===== src/rtl/risc8_intr_ctrl.sv =====
`default_nettype none
// ============================================================================
// Module   : risc8_intr_ctrl
// Purpose  : risc8 interrupt controller. Edge-detects the interrupt lines,
//            masks and prioritises them, and runs the request/ack/RETI handshake.
// Option   : RISC8_INTR_NEST_EN allows a higher-priority source to nest during SERVICE.
// Revision : 1.0 - initial release
// ============================================================================
module risc8_intr_ctrl #(
  parameter int         N_SRC      = 4,
  parameter logic [7:0] VEC_BASE   = 8'hF0,
  parameter int         VEC_STRIDE = 2
) (
  input  logic             clk,
  input  logic             rst_n,
  input  logic [N_SRC-1:0] irq_src,
  input  logic             ien,
  input  logic             mask_we,
  input  logic [N_SRC-1:0] mask_wdata,
  input  logic [N_SRC-1:0] pend_clr,
  output logic             intr_req,
  output logic [7:0]       intr_vec,
  input  logic             intr_ack,
  input  logic             reti,
  output logic [N_SRC-1:0] pending,
  output logic [N_SRC-1:0] in_service,
  output logic [N_SRC-1:0] mask
);

  localparam logic [1:0] ST_IDLE    = 2'd0;
  localparam logic [1:0] ST_REQ     = 2'd1;
  localparam logic [1:0] ST_SERVICE = 2'd2;

  logic [1:0]       state;
  logic [2:0]       sel_idx;
  logic [N_SRC-1:0] irq_q;
  logic [N_SRC-1:0] evt;
  logic [N_SRC-1:0] cand;
  logic [N_SRC-1:0] sel_oh;
  logic [N_SRC-1:0] ack_clr;
  logic [2:0]       cand_idx;
`ifdef RISC8_INTR_NEST_EN
  logic [2:0]       top_idx;
  logic [N_SRC-1:0] top_oh;
  logic [N_SRC-1:0] higher;
  logic [N_SRC-1:0] svc_cand;
  logic [2:0]       svc_idx;
`endif

  // Lowest set index wins; an all-zero vector yields 0 (callers qualify with |v).
  function automatic logic [2:0] lowest_idx(input logic [N_SRC-1:0] v);
    logic [2:0] r;
    r = '0;
    for (int i = N_SRC - 1; i >= 0; i--) begin
      if (v[i]) r = 3'(i);
    end
    return r;
  endfunction

  function automatic logic [7:0] vector_of(input logic [2:0] idx);
    return VEC_BASE + 8'(int'(idx) * VEC_STRIDE);
  endfunction

  always_comb begin
    evt      = irq_src & ~irq_q;
    cand     = pending & mask;
    cand_idx = lowest_idx(cand);
    sel_oh   = '0;
    for (int i = 0; i < N_SRC; i++) begin
      sel_oh[i] = (sel_idx == 3'(i));
    end
    ack_clr  = (state == ST_REQ && intr_ack) ? sel_oh : '0;
`ifdef RISC8_INTR_NEST_EN
    top_idx  = lowest_idx(in_service);
    top_oh   = in_service & (~in_service + N_SRC'(1));
    higher   = '0;
    for (int i = 0; i < N_SRC; i++) begin
      higher[i] = (3'(i) < top_idx);
    end
    svc_cand = cand & higher;
    svc_idx  = lowest_idx(svc_cand);
`endif
  end

  always_ff @(posedge clk) begin
    // irq_q tracks the lines even in reset so a line held high across reset
    // produces no spurious event on release.
    irq_q <= irq_src;
    if (!rst_n) begin
      pending    <= '0;
      mask       <= '0;
      in_service <= '0;
      intr_req   <= 1'b0;
      intr_vec   <= 8'h00;
      sel_idx    <= 3'd0;
      state      <= ST_IDLE;
    end else begin
      pending <= (pending & ~pend_clr & ~ack_clr) | evt;
      if (mask_we) mask <= mask_wdata;

      case (state)
        ST_IDLE: begin
          if (ien && |cand) begin
            sel_idx  <= cand_idx;
            intr_vec <= vector_of(cand_idx);
            intr_req <= 1'b1;
            state    <= ST_REQ;
          end
        end
        ST_REQ: begin
          if (intr_ack) begin
            intr_req   <= 1'b0;
            in_service <= in_service | sel_oh;
            state      <= ST_SERVICE;
          end else if (!ien) begin
            intr_req <= 1'b0;
            state    <= (|in_service) ? ST_SERVICE : ST_IDLE;
          end
        end
        ST_SERVICE: begin
`ifdef RISC8_INTR_NEST_EN
          // RETI always retires the innermost (highest-priority) active level.
          if (reti) begin
            in_service <= in_service & ~top_oh;
            if (in_service == top_oh) state <= ST_IDLE;
          end else if (ien && |svc_cand) begin
            sel_idx  <= svc_idx;
            intr_vec <= vector_of(svc_idx);
            intr_req <= 1'b1;
            state    <= ST_REQ;
          end
`else
          if (reti) begin
            in_service <= in_service & ~sel_oh;
            state      <= ST_IDLE;
          end
`endif
        end
        default: begin
          intr_req <= 1'b0;
          state    <= ST_IDLE;
        end
      endcase
    end
  end

endmodule
`default_nettype wire


===== config.mk =====
export PLATFORM = sky130hd
export DESIGN_NAME = risc8_intr_ctrl
export DESIGN_NICKNAME = d
export VERILOG_FILES = /design/src/rtl/risc8_intr_ctrl.sv
export SDC_FILE = /design/constraint.sdc
export NUM_CORES = 1
export LEC_CHECK = 0
export CORE_AREA = 5 5 54 56
export CTS_CLUSTER_DIAMETER = 80
export CTS_CLUSTER_SIZE = 14
export DETAILED_ROUTE_END_ITERATION = 8
export DIE_AREA = 0 0 59 61
export MAX_ROUTING_LAYER = met4
export PLACE_DENSITY_LB_ADDON = 0.2
export SLEW_MARGIN = 20
export SYNTH_ARGS = -nofsm -noshare
export SYNTH_HDL_FRONTEND = slang
export SYNTH_SLANG_ARGS = --single-unit

===== constraint.sdc =====
create_clock -name clk -period 1.7 [get_ports clk]
set_input_delay 0.34 -clock clk [delete_from_list [all_inputs] [get_ports clk]]
set_output_delay 0.34 -clock clk [all_outputs]
set_load 0.01 [all_outputs]

==> results of run 1 <==
==> where the power goes <==
group | internal, W | leakage [nW] | switching (W)
clock network | 0.0000825 | 0.0138 | 0.000144
logic | 0.0000902 | 0.282 | 0.0000454
registers | 0.000534 | 0.182 | 0.0000171
total | 0.000706 | 0.477 | 0.000206
==> metrics by stage <==
| step | instances | hold slack [ps] | utilization, % | total power (W) |
|---|---|---|---|---|
| global placement | 156 | 481.3 | 54.56 | 0.0006985 |
| finish | 159 | 492.0 | 55.71 | 0.0009127 |
| global route | 159 | 475.6 | 55.71 | 0.0009572 |
| floorplan | 97 | 367.7 | - | 0.0006223 |
| detailed placement | 156 | 486.5 | 54.56 | 0.0007007 |
| CTS | 159 | 485.9 | 55.61 | 0.0009285 |
==> per-layer routing <==
metal	GRT usage (%)	part of all wire (%)	vias to the layer above
li1	-	-	395
met1	14.73	45	365
met5	-	0	-
met4	6.796	0.83	0
met3	2.340	6.1	2
met2	20.66	48	30
==> layout make-up <==
type | instances | area (um2) | share of cell area, %
flip-flops and latches | 22 | 445.4 | 33.49
multi-input cells | 65 | 441.7 | 33.21
repair buffers | 39 | 382.9 | 28.79
well taps | 30 | 37.54 | 2.822
clock buffers | 3 | 22.52 | 1.693
==> worst max-delay path by stage <==
stage	from	end	slack (ps)	depth (start not counted)
5_1_grt	intr_vec[2]$_SDFFE_PN0P_	intr_vec[2]	7	1
6_report	intr_vec[2]$_SDFFE_PN0P_	intr_vec[2]	60	1
2_1_floorplan	flip-flop	state[1]$_SDFFE_PN0P_	380	4
4_1_cts	sel_idx[0]$_SDFFE_PN0P_	intr_vec[1]	40	1
3_3_place_gp	intr_ack	state[1]$_SDFFE_PN0P_	40	5
3_5_place_dp	intr_ack	state[1]$_SDFFE_PN0P_	10	5
==> cell families (layout without fill, tap and decap cells) <==
family	after synthesis	after routing
compound gates	23	23
buf+inv	10	42
other cells	1	2
simple gates	35	35
flops	22	22
mux	5	5
==> cell usage after synthesis (2+ instances only) <==
library cell	number	area, um2
a21boi_0	7	52.55
and3b_1	2	17.52
buf_4	6	45.04
clkbuf_1	3	11.26
dfxtp_1	22	440.4
mux2i_1	5	50.05
nand2_1	7	26.28
nand2b_1	5	31.28
nand3_1	2	10.01
nand3b_1	6	45.04
nor2_1	3	11.26
nor2b_1	5	31.28
nor3b_1	2	15.01
o21a_1	5	37.54
o21ai_0	4	20.02
==> repair_timing <==
action | in CTS | in global routing
gates resized for setup | 2 | 1
gates cloned | 0 | 0
setup endpoints to repair | 2 | 1
setup buffers | 0 | 0
==> key figures, run 1 <==
STA
  – Clk_skew: 4.749 ps
  – Final hold vios: 0
  – Final setup fails: 0
  – Peak Freq: 0.6087 GHz
  – RSZ-0062 raised after global routing: false
  – Tcrit/Tclk final: 96.64%
  – Max Slew Vio Count: 0
  – Worst setup margin: 57.07 ps
  – Setup TNS Final: 0 ps
  – Period minus WS final: 1643 ps

Floorplanning
  – Initial core utilization: 39.36%
  – Die Width: 59 um
  – # IOs: 39
  – Core area: 2387 um2
  – Std-Cell Rows: 18
  – Die ar.: 3599 um2
  – Die Height: 61 um

Critical path
  – Crit Path Max Fanout: 10
  – CP bufs+invs: 1
  – Crit Path Category: flip-flop to output port
  – Worst reg2reg path depth: 4
  – Reg2reg setup slack: 380 ps
  – Slowest CP cell: clkdlybuf4s50_1
  – Worst Path Arrival: 1300 ps
  – Critical Path End Type: output port
  – CP required: 1360 ps
  – RR Endpoint: state[1]$_SDFFE_PN0P_
  – Critical-path cell list: clkdlybuf4s50_1
  – Biggest cell delay along the critical path: 570 ps
  – Family with the most delay on the worst path: buffers and inverters
  – Worst Setup Start Kind: flip-flop

Yosys
  – Asr flop ratio synth: 0%
  – Mux contribution to synthesized area: 5.326%
  – Compound-Gate Fraction of Synth Area: 18.11%
  – XOR/XNOR Fraction of Synth Area: 0%
  – Yosys cell types: 27
  – Post-Synth Simple-Gate Area: 22.77%
  – Adder-cell area share of the yosys netlist: 0%
  – Post-Syn Area: 939.7 um2
  – Post-synth EDFFs: 0
  – Post-synth top flop: dfxtp_1
  – Main combinational cell family by area after synthesis: simple AND/OR/NAND/NOR gates
  – Register bit total from synthesis: 22
  – Ys Warns: 0
  – Synthesized area per cell: 9.788 um2
  – Seq/Total Area, Yosys: 46.87%
  – Post-Syn Instances: 96

CTS
  – Root buffer cell: clkbuf_4
  – CTS Hold Bufs: 0
  – Later-pin clock latency in the skew report: 300 ps
  – CTS tree: done
  – Htree depth: 1
  – Clock-pin slew on the worst setup and hold paths: 110 ps
  – Clock Sinks: 22
  – CTS buffer count: 3
  – Longest Clk Path Bufs: 2

Routing
  – Iter 0 DRT Violations: 22
  – Mean routed wirelength per cell: 12.89 um
  – Drc violations: 0
  – Vias: 792
  – Vias per cell: 4.981
  – Final WL: 2050 um
  – DRT Pass-1 Iters: 4
  – Routed Antenna Nets: 0

Pwr
  – PwrDens: 686.3 nW/um2
  – VDD IR max: 0.0004817 V
  – Lkg Pwr: 0.4775 nW

Min path
  – Worst min path class: primary input to flip-flop
  – WHS Path Cells: 1
  – Min-delay src: irq_src[0]
  – Hold EP: irq_q[0]$_DFF_P_

Cells and area
  – Finished layout cell area: 1330 um2
  – Nets: 149
  – Syn-to-layout area delta: 41.55%
  – # fillers: 241
  – Share of cells above drive strength 1: 9.302%
  – Most common cell after layout, fill and taps aside: clkdlybuf4s50_1
  – Antenna Cells: 0
  – Commonest cells after routing, fill and taps aside: clkdlybuf4s50_1 (36), dfxtp_1 (20), nand2_1 (7), a21boi_0 (7), nand3b_1 (6)

Global routing
  – Vias in the first global route: 767
  – Total grt overflow: 0
  – Initial antenna violation count: 0
  – Largest net degree at the start of global routing: 12
  – GRT Util Overall: 12.67%
  – First-pass GRT wire length: 3353 um

Placed design
  – IO buf count: 36
  – Final HPWL DP: 1622 um
  – Routability Congestion: 0.8524
  – Pre-CTS WS: 13.40 ps
  – Placed Area: 1303 um2

Flow run
  – MaxCap Viol Count: 0

Status
  – Status: finished clean
(Power assumes the default switching activity.)
==> run 2, diff against run 1 <==
--- a/config.mk
+++ b/config.mk
@@ -5,9 +5,10 @@
 export SDC_FILE = /design/constraint.sdc
 export NUM_CORES = 1
 export LEC_CHECK = 0
+export ABC_AREA = 1
 export CORE_AREA = 5 5 54 56
 export CTS_CLUSTER_DIAMETER = 80
-export CTS_CLUSTER_SIZE = 14
+export CTS_CLUSTER_SIZE = 24
 export DETAILED_ROUTE_END_ITERATION = 8
 export DIE_AREA = 0 0 59 61
 export MAX_ROUTING_LAYER = met4
==> run 2 against run 1 <==
Core utilization up 0.42 points; synthesized area down 2.1%; setup slack better by 50 ps; flip-flop and latch count unchanged; sequential power increased by 0.9%; first-iteration DRC count shrank 18%; design area rose by 0.75%; clock skew increased by 1.3 ps; sequential share of layout area is 0.53 points lower; die area stayed put; synthesized cell count grew 27%.
==> key figures, run 2 <==
Critical path
  – Worst Path Arrival: 1250 ps (-50 ps)
  – Family with the most delay on the worst path: buffers and inverters
  – Critical Path End Type: output port
  – Worst reg2reg path depth: 6 (+2)
  – Worst Setup Start Kind: flip-flop
  – Worst R2R Start: pending[0]$_SDFF_PN0_
  – Reg2reg setup slack: 570 ps (+190 ps)
  – CP bufs+invs: 1 (unchanged)
  – Slowest CP cell: clkdlybuf4s50_1
  – CP required: 1360 ps (about the same)
  – Critical-path cell list: clkdlybuf4s50_1
  – RR Endpoint: intr_req$_SDFFE_PN0P_
  – Crit Path Category: flip-flop to output port
  – Crit Path Max Fanout: 5 (-5)
  – Biggest cell delay along the critical path: 560 ps (about the same)

Routing
  – Routed Antenna Nets: 0 (unchanged)
  – Vias per cell: 4.532 (-9.0%)
  – Iter 0 DRT Violations: 18 (-18%)
  – Mean routed wirelength per cell: 11.19 um (-13%)
  – DRT Pass-1 Iters: 4 (unchanged)
  – Final WL: 2104 um (+2.6%)
  – Drc violations: 0 (unchanged)
  – Vias: 852 (+7.6%)

CTS
  – CTS buffer count: 3 (unchanged)
  – Longest Clk Path Bufs: 2 (unchanged)
  – Clock-pin slew on the worst setup and hold paths: 110 ps (about the same)
  – Htree depth: 1 (unchanged)
  – CTS Hold Bufs: 0 (unchanged)
  – Root buffer cell: clkbuf_4
  – CTS tree: done
  – Later-pin clock latency in the skew report: 300 ps (about the same)
  – Clock Sinks: 22 (unchanged)

Cells and area
  – Finished layout cell area: 1340 um2 (+0.75%)
  – Share of cells above drive strength 1: 8.861% (-0.44 points)
  – Commonest cells after routing, fill and taps aside: clkdlybuf4s50_1 (36), nand2_1 (25), dfxtp_1 (21)
  – Final core occ: 56.13% (+0.42 points)
  – Most common cell after layout, fill and taps aside: clkdlybuf4s50_1
  – Syn-to-layout area delta: 45.71%
  – Antenna Cells: 0 (unchanged)
  – Nets: 177 (+19%)

Pwr
  – Clock power frac: 35.1% (+10 points)
  – VDD IR max: 0.0007185 V (+49%)
  – Net Switching: 0.0002364 W (+15%)
  – Combinational share of power: 14.6% (-0.3 points)
  – Sequential power share: 50.3% (-10 points)
  – Sw Ratio: 21.36% (-1.2 points)
  – Lkg Pwr: 0.5451 nW (+14%)
  – PwrDens: 826.1 nW/um2 (+20%)
  – Int Power: 0.0008705 W (+23%)

Placed design
  – Pre-CTS WS: 178.8 ps (+165.4 ps)
  – Routability Congestion: 0.9151 (+7.4%)
  – Placed Area: 1286 um2 (-1.2%)
  – Final HPWL DP: 1675 um (+3.3%)
  – IO buf count: 36 (unchanged)

Global routing
  – First-pass GRT wire length: 3450 um (+2.9%)
  – GRT Util Overall: 13.23% (+0.56 points)
  – Total grt overflow: 0 (unchanged)
  – Initial antenna violation count: 0 (unchanged)
  – Vias in the first global route: 822 (+7.2%)
  – Largest net degree at the start of global routing: 14 (+2)

Yosys
  – Synthesized area per cell: 7.538 um2 (-23%)
  – Post-synth EDFFs: 0 (unchanged)
  – Post-Syn Area: 919.6 um2 (-2.1%)
  – Asr flop ratio synth: 0% (unchanged)
  – Count leader, synth: nand2_1
  – Post-synth top area share: 47.89% (+1.0 points)
  – Seq/Total Area, Yosys: 47.89% (+1.0 points)
  – Post-Syn Instances: 122 (+27%)
  – Post-synth top flop: dfxtp_1
  – Synth top area cells: dfxtp_1 (48%), nand2_1 (10%), nor2_1 (7.8%)
  – Ys Warns: 0 (unchanged)
  – Yosys cell types: 17 (-37%)
  – Register bit total from synthesis: 22 (unchanged)
  – Top cell type by total area after synthesis: dfxtp_1
  – Synth top cells by count: nand2_1 (25), dfxtp_1 (22), nor2_1 (19), inv_1 (11), a21oi_1 (9)

Floorplanning
  – # IOs: 39 (unchanged)
  – Die Width: 59 um (unchanged)
  – Core area: 2387 um2 (unchanged)
  – Die Height: 61 um (unchanged)
  – Std-Cell Rows: 18 (unchanged)
  – Initial core utilization: 38.52% (-0.84 points)
  – Die ar.: 3599 um2 (unchanged)

STA
  – Setup TNS Final: 0 ps (unchanged)
  – Peak Freq: 0.6279 GHz (+3.2%)
  – Tcrit/Tclk final: 93.69% (-3.0 points)
  – Worst Hold Slack: 472.5 ps (-19.59 ps)
  – Final hold vios: 0 (unchanged)
  – Max Slew Vio Count: 0 (unchanged)
  – Worst setup margin: 107.4 ps (+50.28 ps)
  – Clk_skew: 6.093 ps (+1.345 ps)
  – Final setup fails: 0 (unchanged)
  – Period minus WS final: 1593 ps (-50.28 ps)
  – RSZ-0062 raised after global routing: false

Min path
  – Hold EP: intr_req$_SDFFE_PN0P_
  – WHS Path Cells: 2 (+1)
  – Worst min path class: flip-flop to flip-flop
  – Min-delay src: intr_req$_SDFFE_PN0P_

Flow run
  – MaxCap Viol Count: 0 (unchanged)

Status
  – Status: finished clean
## run 2: worst max path at each step
stage / start / to / slack [ps] / depth (start not counted)
finish: intr_vec[6]$_SDFFE_PN0P_ / intr_vec[5] / 110 / 1
global route: intr_vec[6]$_SDFFE_PN0P_ / intr_vec[5] / 20 / 1
CTS: intr_vec[2]$_SDFFE_PN0P_ / intr_vec[2] / 40 / 1
detailed placement: ien / sel_idx[0]$_SDFFE_PN0P_ / 180 / 6
global placement: ien / sel_idx[0]$_SDFFE_PN0P_ / 180 / 6
floorplan: pending[1]$_SDFF_PN0_ / sel_idx[0]$_SDFFE_PN0P_ / 660 / 7
## run 2: what timing repair did
| action | 4_1_cts | 5_1_grt |
|---|---|---|
| setup buffers | 0 | 0 |
| resized for setup | 0 | 1 |
| endpoints found under the setup margin | 0 | 1 |
## run 2: cell families (layout without fill, tap and decap cells)
kind of cell / Yosys count / count (layout) / synth area share (%)
buffers and inverters: 18 / 53 / 9.523
other: 1 / 2 / 0.4078
AO/OA/AOI/OAI: 20 / 20 / 13.20
AND/OR/NAND/NOR: 61 / 61 / 28.98
flip-flops: 22 / 22 / 47.89
## run 2: area by class of cell
class / count / area, um2
clock buffers: 3 / 22.52
well taps: 30 / 37.54
flip-flops and latches: 22 / 441.7
fillers: 248 / 1047
multi-input cells: 83 / 395.4
inverters: 12 / 45.04
clock inverters: 1 / 30.03
repair buffers: 37 / 367.9
## run 2: layer usage
layer	up-vias	track usage, %	routed length (um)
li1	455	-	-
met1	376	14.90	938
met2	19	22.56	1048
met3	2	4.681	100
met4	0	2.913	17
met5	-	-	0
## run 2: through the flow
stage | power (W) | cells
5_1_grt | 0.001168 | 188
3_5_place_dp | 0.0007311 | 184
6_report | 0.001107 | 188
4_1_cts | 0.001126 | 188
3_3_place_gp | 0.0007289 | 184
2_1_floorplan | 0.0006396 | 123
## run 2: power groups by stage
stage / clock network (W) / logic, W / registers, W
finish: 0.000388 / 0.000162 / 0.000556
global route: 0.000429 / 0.000178 / 0.000561
CTS: 0.000405 / 0.000164 / 0.000557
detailed placement: 0 / 0.000163 / 0.000568
global placement: 0 / 0.000161 / 0.000568
floorplan: 0 / 0.0000650 / 0.000575
## run 2: worst reg2reg max path, stage by stage, from the launching register on
cell,delay [ps]
dfxtp_1,390
nand2_1,80
nand2_1,110
nand2_2,80
a21boi_4,210
inv_2,70
a21oi_2,120
